**config.mk**
```make
export PLATFORM = sky130hd
export DESIGN_NAME = bubble_timing_gen_p_flat
export DESIGN_NICKNAME = d
export VERILOG_FILES = /design/src/rtl/bubble_timing_pkg.sv /design/src/rtl/bubble_timing_gen_p_if.sv /design/src/rtl/bubble_sync_chain.sv /design/src/rtl/bubble_timing_gen_p.sv /design/src/flat_wrapper.sv
export SDC_FILE = /design/constraint.sdc
export NUM_CORES = 1
export LEC_CHECK = 0
export ABC_CLOCK_PERIOD_IN_PS = 3300
export CAP_MARGIN = 20
export CORE_MARGIN = 2
export CORE_UTILIZATION = 38
export CTS_BUF_LIST = sky130_fd_sc_hd__clkbuf_4 sky130_fd_sc_hd__clkbuf_8 sky130_fd_sc_hd__clkbuf_16
export DETAILED_ROUTE_END_ITERATION = 8
export PLACE_DENSITY = 0.56
export SYNTH_ARGS = -nofsm -noshare
export SYNTH_HDL_FRONTEND = slang
export SYNTH_SLANG_ARGS = --single-unit
```
**constraint.sdc**
```tcl
create_clock -name MCLK -period 3.3 [get_ports MCLK]
set_clock_uncertainty 0.2 [all_clocks]
set_input_delay 0.66 -clock MCLK [delete_from_list [all_inputs] [get_ports MCLK]]
set_output_delay 0.66 -clock MCLK [all_outputs]
set_load 0.005 [all_outputs]
```
**src/rtl/bubble_timing_pkg.sv**
```systemverilog
// Bubble memory emulator timing: shared access states
// and default loop / page / rotation geometry.
package bubble_timing_pkg;

  typedef logic [2:0] acc_t;

  localparam acc_t ACC_RST  = 3'b000;
  localparam acc_t ACC_STBY = 3'b001;
  localparam acc_t ACC_BOOT = 3'b110;
  localparam acc_t ACC_USER = 3'b111;
  localparam acc_t ACC_IDLE = 3'b100;

  localparam int LOOP_POS  = 2053;
  localparam int PAGE_BITS = 584;
  localparam int CYC_CLKS  = 480;

  // {nBSS, nBSEN, nREPEN, nBOOTEN} with control gated off
  localparam logic [3:0] SYNC_IDLE = 4'b1110;

endpackage

```
**src/rtl/bubble_timing_gen_p_if.sv**
```systemverilog
// Control strobes in, timing / position / tick
// numbers out of the bubble timing generator.
interface bubble_timing_gen_p_if #(
  parameter int POS_W  = 12,
  parameter int TICK_W = 15
);
  logic              nINCTRL;
  logic              nBSS;
  logic              nBSEN;
  logic              nREPEN;
  logic              nBOOTEN;
  logic [POS_W-1:0]  TARGETPOS;
  logic              CLKOUT;
  logic [2:0]        ACCTYPE;
  logic              BOUTVALID;
  logic [TICK_W-3:0] BOUTCYCLENUM;
  logic [1:0]        BOUTTICKS;
  logic [POS_W-1:0]  ABSPOS;
  logic              POSMATCH;

  modport master (
    output nINCTRL, nBSS, nBSEN, nREPEN,
    output nBOOTEN, TARGETPOS,
    input  CLKOUT, ACCTYPE, BOUTVALID,
    input  BOUTCYCLENUM, BOUTTICKS,
    input  ABSPOS, POSMATCH
  );

  modport slave (
    input  nINCTRL, nBSS, nBSEN, nREPEN,
    input  nBOOTEN, TARGETPOS,
    output CLKOUT, ACCTYPE, BOUTVALID,
    output BOUTCYCLENUM, BOUTTICKS,
    output ABSPOS, POSMATCH
  );
endinterface

```
**src/rtl/bubble_sync_chain.sv**
```systemverilog
// Multi-stage synchroniser for the four conditioned
// bubble control strobes.
module bubble_sync_chain
  import bubble_timing_pkg::*;
#(
  parameter int STAGES = 4
) (
  input  logic       clk,
  input  logic       rst,
  input  logic [3:0] d,
  output logic [3:0] q
);

  logic [3:0] sr [STAGES];

  always_ff @(posedge clk or posedge rst) begin
    if (rst) begin
      for (int i = 0; i < STAGES; i++)
        sr[i] <= SYNC_IDLE;
    end else begin
      sr[0] <= d;
      for (int i = 1; i < STAGES; i++)
        sr[i] <= sr[i-1];
    end
  end

  assign q = sr[STAGES-1];

endmodule

```
**src/rtl/bubble_timing_gen_p.sv**
```systemverilog
// Bubble-side clock, access FSM, field phase, loop
// position and valid-tick numbering for the emulator.
module bubble_timing_gen_p
  import bubble_timing_pkg::*;
#(
  parameter int CLKDIV      = 6,
  parameter int CYC_LEN     = CYC_CLKS,
  parameter int POS_W       = 12,
  parameter int POS_COUNT   = LOOP_POS,
  parameter int INIT_POS    = 1954,
  parameter int SYNC_STAGES = 4,
  parameter int SKIP_TICKS  = 392,
  parameter int BOOT_TICKS  = LOOP_POS * 2 * 4,
  parameter int PAGE_TICKS  = PAGE_BITS * 4,
  parameter int GAP_TICKS   = 4,
  parameter int TICK_W      = 15
) (
  input logic            MCLK,
  input logic            RESET,
  bubble_timing_gen_p_if.slave bus
);

  localparam int Q     = CYC_LEN / 4;
  localparam int PH_W  = $clog2(CYC_LEN);
  localparam int DIV_W = (CLKDIV > 1) ? $clog2(CLKDIV) : 1;
  localparam int TMAX  = 2 ** TICK_W;

  if (CYC_LEN % 4 != 0 || CYC_LEN < 4 ||
      SYNC_STAGES < 2 || CLKDIV < 1 ||
      POS_COUNT > 2 ** POS_W || INIT_POS >= POS_COUNT ||
      SKIP_TICKS >= TMAX || BOOT_TICKS >= TMAX ||
      PAGE_TICKS >= TMAX || GAP_TICKS >= TMAX ||
      GAP_TICKS < 1 || TICK_W < 3) begin : g_bad_param
    $error("bubble_timing_gen_p: bad parameters");
  end

  logic [DIV_W-1:0]  div_cnt;
  logic              clkout;
  logic [3:0]        sync_d;
  logic [3:0]        sync_q;
  logic [3:0]        key;
  acc_t              state;
  acc_t              nxt;
  acc_t              acctype;
  logic [PH_W-1:0]   ph;
  logic              run;
  logic              stop;
  logic              tick;
  logic [TICK_W-1:0] sk;
  logic [TICK_W-1:0] vc;
  logic [TICK_W-1:0] gc;
  logic              valid;
  logic              in_gap;
  logic [POS_W-1:0]  abspos;
  logic              adv;
  logic              posmatch;

  always_ff @(posedge MCLK or posedge RESET) begin
    if (RESET) begin
      div_cnt <= '0;
      clkout  <= 1'b1;
    end else if (div_cnt == DIV_W'(CLKDIV - 1)) begin
      div_cnt <= '0;
      clkout  <= ~clkout;
    end else begin
      div_cnt <= div_cnt + 1'b1;
    end
  end

  assign sync_d = {
    bus.nBSS | bus.nINCTRL,
    bus.nBSEN | bus.nINCTRL,
    bus.nINCTRL | bus.nREPEN | ~bus.nBOOTEN,
    ~bus.nINCTRL & bus.nBOOTEN
  };

  bubble_sync_chain #(
    .STAGES (SYNC_STAGES)
  ) u_sync (
    .clk (MCLK),
    .rst (RESET),
    .d   (sync_d),
    .q   (sync_q)
  );

  // key = {BSS, BOOTEN, BSEN, REPEN}
  assign key = {sync_q[3], sync_q[0], sync_q[2], sync_q[1]};

  always_ff @(posedge MCLK or posedge RESET) begin
    if (RESET) state <= ACC_RST;
    else       state <= nxt;
  end

  always_comb begin
    nxt = state;
    unique case (1'b1)
      key[1:0] == 2'b11 && key[3]:
        nxt = (state == ACC_STBY) ? ACC_STBY : ACC_RST;
      key[1:0] == 2'b11 && !key[3]:
        if (state == ACC_RST) nxt = ACC_STBY;
      key == 4'b1001:
        if (state inside {ACC_STBY, ACC_RST, ACC_BOOT})
          nxt = ACC_BOOT;
      key == 4'b1101:
        if (state inside {ACC_STBY, ACC_RST})
          nxt = ACC_IDLE;
      key == 4'b1100:
        if (state == ACC_IDLE) nxt = ACC_USER;
      default: ;
    endcase
  end

  always_comb begin
    acctype = state;
  end

  // a field cycle started always runs on to Q-1 or to 0
  assign run  = state[2] | (ph != '0);
  assign stop = ~state[2] & (ph == PH_W'(Q - 1));
  assign tick = run & ((ph == '0) |
                       (ph == PH_W'(Q)) |
                       (ph == PH_W'(2 * Q)) |
                       (ph == PH_W'(3 * Q)));

  always_ff @(posedge MCLK or posedge RESET) begin
    if (RESET)
      ph <= '0;
    else if (!run || stop)
      ph <= '0;
    else if (ph == PH_W'(CYC_LEN - 1))
      ph <= '0;
    else
      ph <= ph + 1'b1;
  end

  always_ff @(posedge MCLK or posedge RESET) begin
    if (RESET) begin
      sk <= '0; vc <= '1; gc <= '0;
      valid <= 1'b0; in_gap <= 1'b0;
    end else if (!run || (tick && !state[1])) begin
      sk <= '0; vc <= '1; gc <= '0;
      valid <= 1'b0; in_gap <= 1'b0;
    end else if (tick) begin
      if (sk < TICK_W'(SKIP_TICKS)) begin
        sk    <= sk + 1'b1;
        valid <= 1'b0;
      end else if (!state[0]) begin
        valid <= 1'b1;
        vc    <= (!valid || vc == TICK_W'(BOOT_TICKS - 1))
               ? '0 : vc + 1'b1;
      end else if (in_gap) begin
        if (gc == TICK_W'(GAP_TICKS)) begin
          in_gap <= 1'b0;
          valid  <= 1'b1;
          vc     <= '0;
        end else begin
          gc <= gc + 1'b1;
        end
      end else if (valid && vc == TICK_W'(PAGE_TICKS - 1)) begin
        valid  <= 1'b0;
        in_gap <= 1'b1;
        gc     <= TICK_W'(1);
      end else begin
        valid <= 1'b1;
        vc    <= valid ? vc + 1'b1 : '0;
      end
    end
  end

  always_ff @(posedge MCLK or posedge RESET) begin
    if (RESET) begin
      abspos   <= POS_W'(INIT_POS);
      adv      <= 1'b0;
      posmatch <= 1'b0;
    end else begin
      adv      <= (ph == PH_W'(CYC_LEN - 1));
      posmatch <= adv && (abspos == bus.TARGETPOS);
      if (ph == PH_W'(CYC_LEN - 1))
        abspos <= (abspos == POS_W'(POS_COUNT - 1))
                ? '0 : abspos + 1'b1;
    end
  end

  assign bus.CLKOUT       = clkout;
  assign bus.ACCTYPE      = acctype;
  assign bus.BOUTVALID    = valid;
  assign bus.BOUTCYCLENUM = vc[TICK_W-1:2];
  assign bus.BOUTTICKS    = vc[1:0];
  assign bus.ABSPOS       = abspos;
  assign bus.POSMATCH     = posmatch;

endmodule

```
**src/flat_wrapper.sv**
```systemverilog
// flat-port wrapper written by rule: the top's interface ports become plain ports
module bubble_timing_gen_p_flat import bubble_timing_pkg::*;
#(
  parameter int CLKDIV      = 6,
  parameter int CYC_LEN     = CYC_CLKS,
  parameter int POS_W       = 12,
  parameter int POS_COUNT   = LOOP_POS,
  parameter int INIT_POS    = 1954,
  parameter int SYNC_STAGES = 4,
  parameter int SKIP_TICKS  = 392,
  parameter int BOOT_TICKS  = LOOP_POS * 2 * 4,
  parameter int PAGE_TICKS  = PAGE_BITS * 4,
  parameter int GAP_TICKS   = 4,
  parameter int TICK_W      = 15
)
  (MCLK, RESET, bus_nINCTRL, bus_nBSS, bus_nBSEN, bus_nREPEN, bus_nBOOTEN, bus_TARGETPOS, bus_CLKOUT, bus_ACCTYPE, bus_BOUTVALID, bus_BOUTCYCLENUM, bus_BOUTTICKS, bus_ABSPOS, bus_POSMATCH);
  bubble_timing_gen_p_if #(.POS_W(POS_W), .TICK_W(TICK_W)) bus_i ();
  input logic MCLK;
  input logic RESET;
  input wire logic [$bits(bus_i.nINCTRL)-1:0] bus_nINCTRL;
  input wire logic [$bits(bus_i.nBSS)-1:0] bus_nBSS;
  input wire logic [$bits(bus_i.nBSEN)-1:0] bus_nBSEN;
  input wire logic [$bits(bus_i.nREPEN)-1:0] bus_nREPEN;
  input wire logic [$bits(bus_i.nBOOTEN)-1:0] bus_nBOOTEN;
  input wire logic [$bits(bus_i.TARGETPOS)-1:0] bus_TARGETPOS;
  output wire logic [$bits(bus_i.CLKOUT)-1:0] bus_CLKOUT;
  output wire logic [$bits(bus_i.ACCTYPE)-1:0] bus_ACCTYPE;
  output wire logic [$bits(bus_i.BOUTVALID)-1:0] bus_BOUTVALID;
  output wire logic [$bits(bus_i.BOUTCYCLENUM)-1:0] bus_BOUTCYCLENUM;
  output wire logic [$bits(bus_i.BOUTTICKS)-1:0] bus_BOUTTICKS;
  output wire logic [$bits(bus_i.ABSPOS)-1:0] bus_ABSPOS;
  output wire logic [$bits(bus_i.POSMATCH)-1:0] bus_POSMATCH;
  assign bus_i.nINCTRL = bus_nINCTRL;
  assign bus_i.nBSS = bus_nBSS;
  assign bus_i.nBSEN = bus_nBSEN;
  assign bus_i.nREPEN = bus_nREPEN;
  assign bus_i.nBOOTEN = bus_nBOOTEN;
  assign bus_i.TARGETPOS = bus_TARGETPOS;
  assign bus_CLKOUT = bus_i.CLKOUT;
  assign bus_ACCTYPE = bus_i.ACCTYPE;
  assign bus_BOUTVALID = bus_i.BOUTVALID;
  assign bus_BOUTCYCLENUM = bus_i.BOUTCYCLENUM;
  assign bus_BOUTTICKS = bus_i.BOUTTICKS;
  assign bus_ABSPOS = bus_i.ABSPOS;
  assign bus_POSMATCH = bus_i.POSMATCH;
  bubble_timing_gen_p #(.CLKDIV(CLKDIV), .CYC_LEN(CYC_LEN), .POS_W(POS_W), .POS_COUNT(POS_COUNT), .INIT_POS(INIT_POS), .SYNC_STAGES(SYNC_STAGES), .SKIP_TICKS(SKIP_TICKS), .BOOT_TICKS(BOOT_TICKS), .PAGE_TICKS(PAGE_TICKS), .GAP_TICKS(GAP_TICKS), .TICK_W(TICK_W)) u_core (.MCLK(MCLK), .RESET(RESET), .bus(bus_i));
endmodule
```
==> Word level (Yosys, flattened, before mapping) <==
Cells that the tools add are included.
{ "classes": {"addsub": 6, "mul": 0, "div_mod_pow": 0, "n_lt_le_gt_ge": 1, "n_eq_ne": 27, "n_shift": 0, "mux": 43, "bitwise_logic": 15, "reduce_logical": 28} }
{ "ops": {"columns": ["cell", "count"], "rows": [
  ["15-bit two-way mux", 19],
  ["15-bit by 1-bit adder with 15-bit output, second input constant", 3],
  ["9-bit by 7-bit == test with 1-bit output, second input constant", 2],
  ["9-bit == test, second input constant", 2],
  ["9-bit two-way mux", 2],
  ["15-bit by 12-bit == test with 1-bit output, second input constant", 1],
  ["15-bit == test, second input constant", 1],
  ["15-bit by 3-bit == test with 1-bit output, second input constant", 1],
  ["15-bit by 9-bit < comparator with 1-bit output, second input constant", 1],
  ["1-bit two-way mux", 15],
  ["3-bit two-way mux", 5],
  ["3-bit case mux with 5 select lines", 1],
  ["12-bit by 1-bit adder with 12-bit output, second input constant", 1],
  ["12-bit == test", 1],
  ["12-bit == test, second input constant", 1],
  ["4-bit == test, second input constant", 3],
  ["12-bit two-way mux", 1],
  ["5-bit AND reduction", 2],
  ["9-bit by 1-bit adder with 9-bit output, second input constant", 1],
  ["3-bit == test, second input constant", 3],
  ["9-bit by 8-bit == test with 1-bit output, second input constant", 1],
  ["9-bit zero test", 1],
  ["9-bit nonzero test", 1],
  ["2-bit != test, second input constant", 4],
  ["20 further kinds", 47]
]} }
{ "word_totals": {"register_bits": 93, "latch_bits": 0, "ramBits": 0, "mem_bits_ro": 0, "inputBits": 19, "out_inout_bits": 33, "elab_cells": 136, "memories": 0} }

==> Logic depth before layout (Yosys ltp) <==
{ "logic_depth": {"depth_word": 9, "mapped_depth": 11} }

==> By module <==
A second synthesis with hierarchy kept.
{ "unflattened": {"hier_cells": 495, "hier_area_um2": 4906.0} }
{ "modules_own_cells": {"columns": ["mod", "n_inst", "cells_per_inst", "area_each_um2", "seq_area_each_um2"], "rows": [
  ["bubble_timing_gen_p", 1, 474, 4456.8, 1954.4],
  ["bubble_sync_chain", 1, 21, 449.2, 415.4]
]} }

==> Worst setup path after synthesis <==
No wires, ideal clock.
{ "synth_path": {"path_kind": "reg-to-reg", "from": "reg u_core.vc[0]", "to": "reg u_core.gc[13]", "arrival_time_ns": 2.068, "required_ns": 2.974, "path_slack_ns": 0.906, "stages_incl_launch_ff": 7, "n_path_buf": 1, "period_less_slack_ns": 2.394, "cell_sequence": "dfstp_2 > ha_1 > nand2_1 > o41ai_4 > o211ai_4 > buf_2 > a221o_1"} }
{ "synth_via": {"elab_chain_cells": 4} }
{ "synth_lines": {"columns": ["item", "line_no", "rtl"], "rows": [
  ["from (decl)", "bubble_timing_gen_p.sv:50", "logic [TICK_W-1:0] vc;"],
  ["from (signal assigned)", "bubble_timing_gen_p.sv:149", "vc <= (!valid || vc == TICK_W'(BOOT_TICKS - 1))"],
  ["from (signal assigned)", "bubble_timing_gen_p.sv:165", "vc <= valid ? vc + 1'b1 : '0;"],
  ["15-bit by 12-bit == test with 1-bit output", "bubble_timing_gen_p.sv:159", "end else if (valid && vc == TICK_W'(PAGE_TICKS - 1)) begin"],
  ["1-bit logical AND", "bubble_timing_gen_p.sv:159", null],
  ["3-bit nonzero test (no source line)", null, null],
  ["5-bit AND reduction (no source line)", null, null],
  ["to (signal assigned)", "bubble_timing_gen_p.sv:157", "gc <= gc + 1'b1;"],
  ["to (decl)", "bubble_timing_gen_p.sv:51", "logic [TICK_W-1:0] gc;"]
]} }
Every way passes these cells.
A chain may end at the register's enable or synchronous reset.

==> Worst setup path after layout <==
{ "layout_path": {"from": "reg u_core.ph[0]", "to": "reg u_core.vc[13]"} }
{ "layout_via": {"elab_chain_cells": 9} }
{ "layout_lines": {"columns": ["item", "line_no", "rtl"], "rows": [
  ["from (decl)", "bubble_timing_gen_p.sv:45", "logic [PH_W-1:0] ph;"],
  ["from (signal assigned)", "bubble_timing_gen_p.sv:133", "ph <= ph + 1'b1;"],
  ["9-bit by 7-bit == test with 1-bit output / 9-bit zero test (equally long branches)", "bubble_timing_gen_p.sv:121, bubble_timing_gen_p.sv:120", null],
  ["1-bit bitwise OR", "bubble_timing_gen_p.sv:120", "assign tick = run & ((ph == '0) |"],
  ["1-bit bitwise OR", "bubble_timing_gen_p.sv:121", "(ph == PH_W'(Q)) |"],
  ["1-bit bitwise OR", "bubble_timing_gen_p.sv:122", "(ph == PH_W'(2 * Q)) |"],
  ["1-bit AND", "bubble_timing_gen_p.sv:120", null],
  ["1-bit logical AND", "bubble_timing_gen_p.sv:140", "end else if (!run || (tick && !state[1])) begin"],
  ["1-bit logical OR", "bubble_timing_gen_p.sv:140", null],
  ["4-bit != test (no source line), or another cell as far along", null, null],
  ["4-bit AND reduction (no source line)", null, null]
]} }
Several ways; a longest one is shown, not always the timed one.

==> impl_metrics.csv <==
group,metric,value,unit
outcome,status,"finished, final reports clean",
setup_path,critical_path.max_fanout,11,
sta,slew-limit-headroom,57.2,%
global_routing,antenna_found_initial,0,
cts,clkSinkCount,93,
synthesis,synth_edf_count,0,
power_and_ir_drop,switchingPower,894,uW
setup_path,cp_cell_sequence,"inv_1 > ha_1 > nor2b_2 > nand3_1 > o21a_2 > a211oi_4 > nand2_1 > o32a_1",
setup_path,critical_path_class,"reg2reg",
synthesis,netlist_instances,477,
synthesis,synthXorXnorAreaFrac,5.70,%
setup_path,cp_data_arrival_time,2840,ps
detailed_routing,drt_wl_total,11000,um
cts,insertion_delay,350,ps
cells_and_area,fillerInstances,1228,
sta,finalHoldViolCount,0,
global_routing,grt_start_max_net_pins,50,
synthesis,yosys-mux-area-fraction,1.27,%
synthesis,synth.most_common_cell,"dfrtp_1",
synthesis,synth_area_leaders,"dfrtp_1 30%, dfstp_2 18%, nand2_1 3.7%",
placed_design,dpl.hpwl,7760,um
global_routing,overflow,0,
synthesis,synth.avg_cell_area,10.3,um^2
global_routing,grt_pass1_wl,19300,um
cts,cts_hold_buf,0,
sta,rsz0062_at_grt,"false",
synthesis,synth_top_cell_area_share,30.0,%
cts,cts_buffer_depth,2,
power_and_ir_drop,p_comb_share,20.4,%
die,rows,41,
synthesis,synth_largest_area_cell,"dfrtp_1",
cts,htreeDepth,3,
worst_hold_path,hp-class,"reg2reg",
setup_path,crit_path_top_delay_cell,"dfrtp_1",
cells_and_area,antenna_cells,0,
sta,setup_slack,533,ps
worst_hold_path,hold_depth,0,
synthesis,postSynthNetCount,504,
global_routing,first_global_vias,3768,
setup_path,startpoint,"u_core.ph[0]",
sta,worst_pin_slew,639,ps
die,die_h,118,um
cells_and_area,post-route-util,47.0,%
power_and_ir_drop,swShare,30.4,%
detailed_routing,wl_per_cell,15.4,um
synthesis,synth_top_family_by_area,"simple AND/OR/NAND/NOR gates",
setup_path,cp.required,3370,ps
worst_hold_path,hp-start,"u_core.u_sync.sr[4]",
synthesis,ys_ff_latch,93,
cts,cts_setup_buffers,0,
die,die_w,118,um
synthesis,syn_area,4920,um^2
cells_and_area,layout.nets,560,
sta,final_max_slew_viol_count,0,
setup_path,end_kind,"register",
die,start_util,39.0,%
sta,tns,0,ps
power_and_ir_drop,internal_power,2050,uW
setup_path,max_stage_delay,410,ps
setup_path,rr_worst_depth,8,
sta,fin_crit_sh,83.8,%
job,max_cap_violations,0,
cells_and_area,register_area,2370,um^2
cts,root_buffer,"clkbuf_16",
detailed_routing,drt_first_pass_iters,4,
sta,max_freq,361,MHz
power_and_ir_drop,clockPowerShare,36.5,%
placed_design,gp_congestion,0.785,
die,die_area,13900,um^2
worst_hold_path,hold_end,"u_core.u_sync.q[0]",
cts,cts_resized,0,
power_and_ir_drop,ir_drop,0.298,mV
synthesis,synth_ff_type,"dfrtp_1",
synthesis,synth-seq-area-share,48.2,%
cts,cts_tree,"done",
setup_path,regToRegSetupSlack,530,ps
setup_path,worst_r2r_startpoint,"u_core.ph[0]",
detailed_routing,num_vias,3850,
detailed_routing,postRouteAntennaNets,0,
cts,path_clk_slew,60,ps
synthesis,synth-async-reset-ratio,100,%
placed_design,port_buffers,51,
setup_path,r2r-end,"u_core.vc[13]",
synthesis,synth_compound_area_share,16.6,%
die,boundaryPins,52,
power_and_ir_drop,leakagePower,0.00244,uW
setup_path,crit_buf_inv,1,
global_routing,track_usage,17.1,%
power_and_ir_drop,seqPwrFrac,43.2,%
synthesis,synthSimpleGateAreaFrac,23.1,%
detailed_routing,viasPerCell,5.42,
setup_path,cp_top_family,"compound AO/OA/AOI/OAI gates",
synthesis,synthTopCellsByCount,"59 x dfrtp_1, 48 x nand2_1, 43 x nor2_1",
sta,setup_violations,0,
placed_design,dp_slack,552,ps
cells_and_area,multiInputGateArea,2390,um^2
sta,min_period,2770,ps
synthesis,synth.distinct_cells,74,
setup_path,startpoint_type,"register",
detailed_routing,route.detailed.drc,0,
synthesis,yosys_warnings,0,
synthesis,synth-adder-area-share,2.04,%
detailed_routing,drtIter0Drc,249,
cells_and_area,drive_above_1_share,15.6,%
power_and_ir_drop,power.density,497,nW/um^2
cells_and_area,syn2layout_area_growth,20.6,%
cts,cts_inserted_buffers,9,
die,core_area,12600,um^2
## sequential cells by signal (all words and copies together) (netlist names), 3 cells and up
name                flops
u_core.bus.ABSPOS      12
u_core.u_sync.q         4
u_core.div_cnt          3
u_core.u_sync.sr       12
u_core.ph               9
u_core.vc              15
u_core.sk              15
u_core.gc              15
u_core.bus.ACCTYPE      3
## placed cells by master (no fill, tap or decap), types with 5 or more instances in the layout
cell type,synthesis,routed
dfrtp_1,59,59
clkdlybuf4s50_1,0,51
nand2_1,48,48
nor2_1,43,43
dfstp_2,34,34
xnor2_1,20,20
and3_1,20,20
inv_1,17,16
nand3_1,15,15
a21oi_1,13,13
nand4_1,13,13
o21ai_0,13,13
xor2_1,12,12
nor3_1,11,11
a22o_1,10,10
nor4_1,9,9
clkbuf_16,0,9
nor2b_1,8,8
ha_1,8,8
a21o_1,7,7
o211ai_1,7,7
a31oi_1,7,7
and2_1,6,6
o32a_1,5,5
## layout make-up
type / count / area share [%]
repair buffers: 57 / 9.79
well taps: 172 / 3.63
clock buffers: 11 / 4.16
clock inverters: 5 / 0.992
flip-flops and latches: 93 / 40.0
multi-input cells: 355 / 40.4
inverters: 17 / 1.10
## power by group through the flow
stage	Clock, uW	Combinational [uW]	Sequential [uW]
finish	1070	599	1270
CTS	1100	608	1270
detailed placement	0	604	1290
global route	1150	667	1280
global placement	0	593	1290
floorplan	0	513	1250
## metal layers
metal  GRT usage, %  share of wire [%]
met1           24.3                 49
met2           25.9                 46
met3           4.60                4.5
met4           4.07               0.90
met5              0                  0
## metrics by stage
step,cells,area [um^2],hold WS [ps],power (uW)
finish,710,5930,149,2940
CTS,710,5930,150,2980
detailed placement,694,5620,135,1890
floorplan,477,4920,131,1760
global route,710,5930,162,3100
global placement,694,5620,133,1880
## kinds of logic after synthesis
| group | after synthesis |
|---|---|
| simple gates | 209 |
| fa+ha+maj | 8 |
| xor+xnor | 32 |
| buf+inv | 29 |
| flops | 93 |
| compound gates | 100 |
| mux | 6 |
## worst max path at each step
stage                     to  depth (start not counted)  slack [ps]
6_report       u_core.vc[13]                          8         530
5_1_grt        u_core.vc[13]                          8         310
4_1_cts        u_core.gc[13]                          6         530
3_5_place_dp   u_core.vc[13]                          8         550
3_3_place_gp    u_core.vc[9]                          8         590
2_1_floorplan     u_core.adv                          1          80
Power figures use the tool's default switching activity.
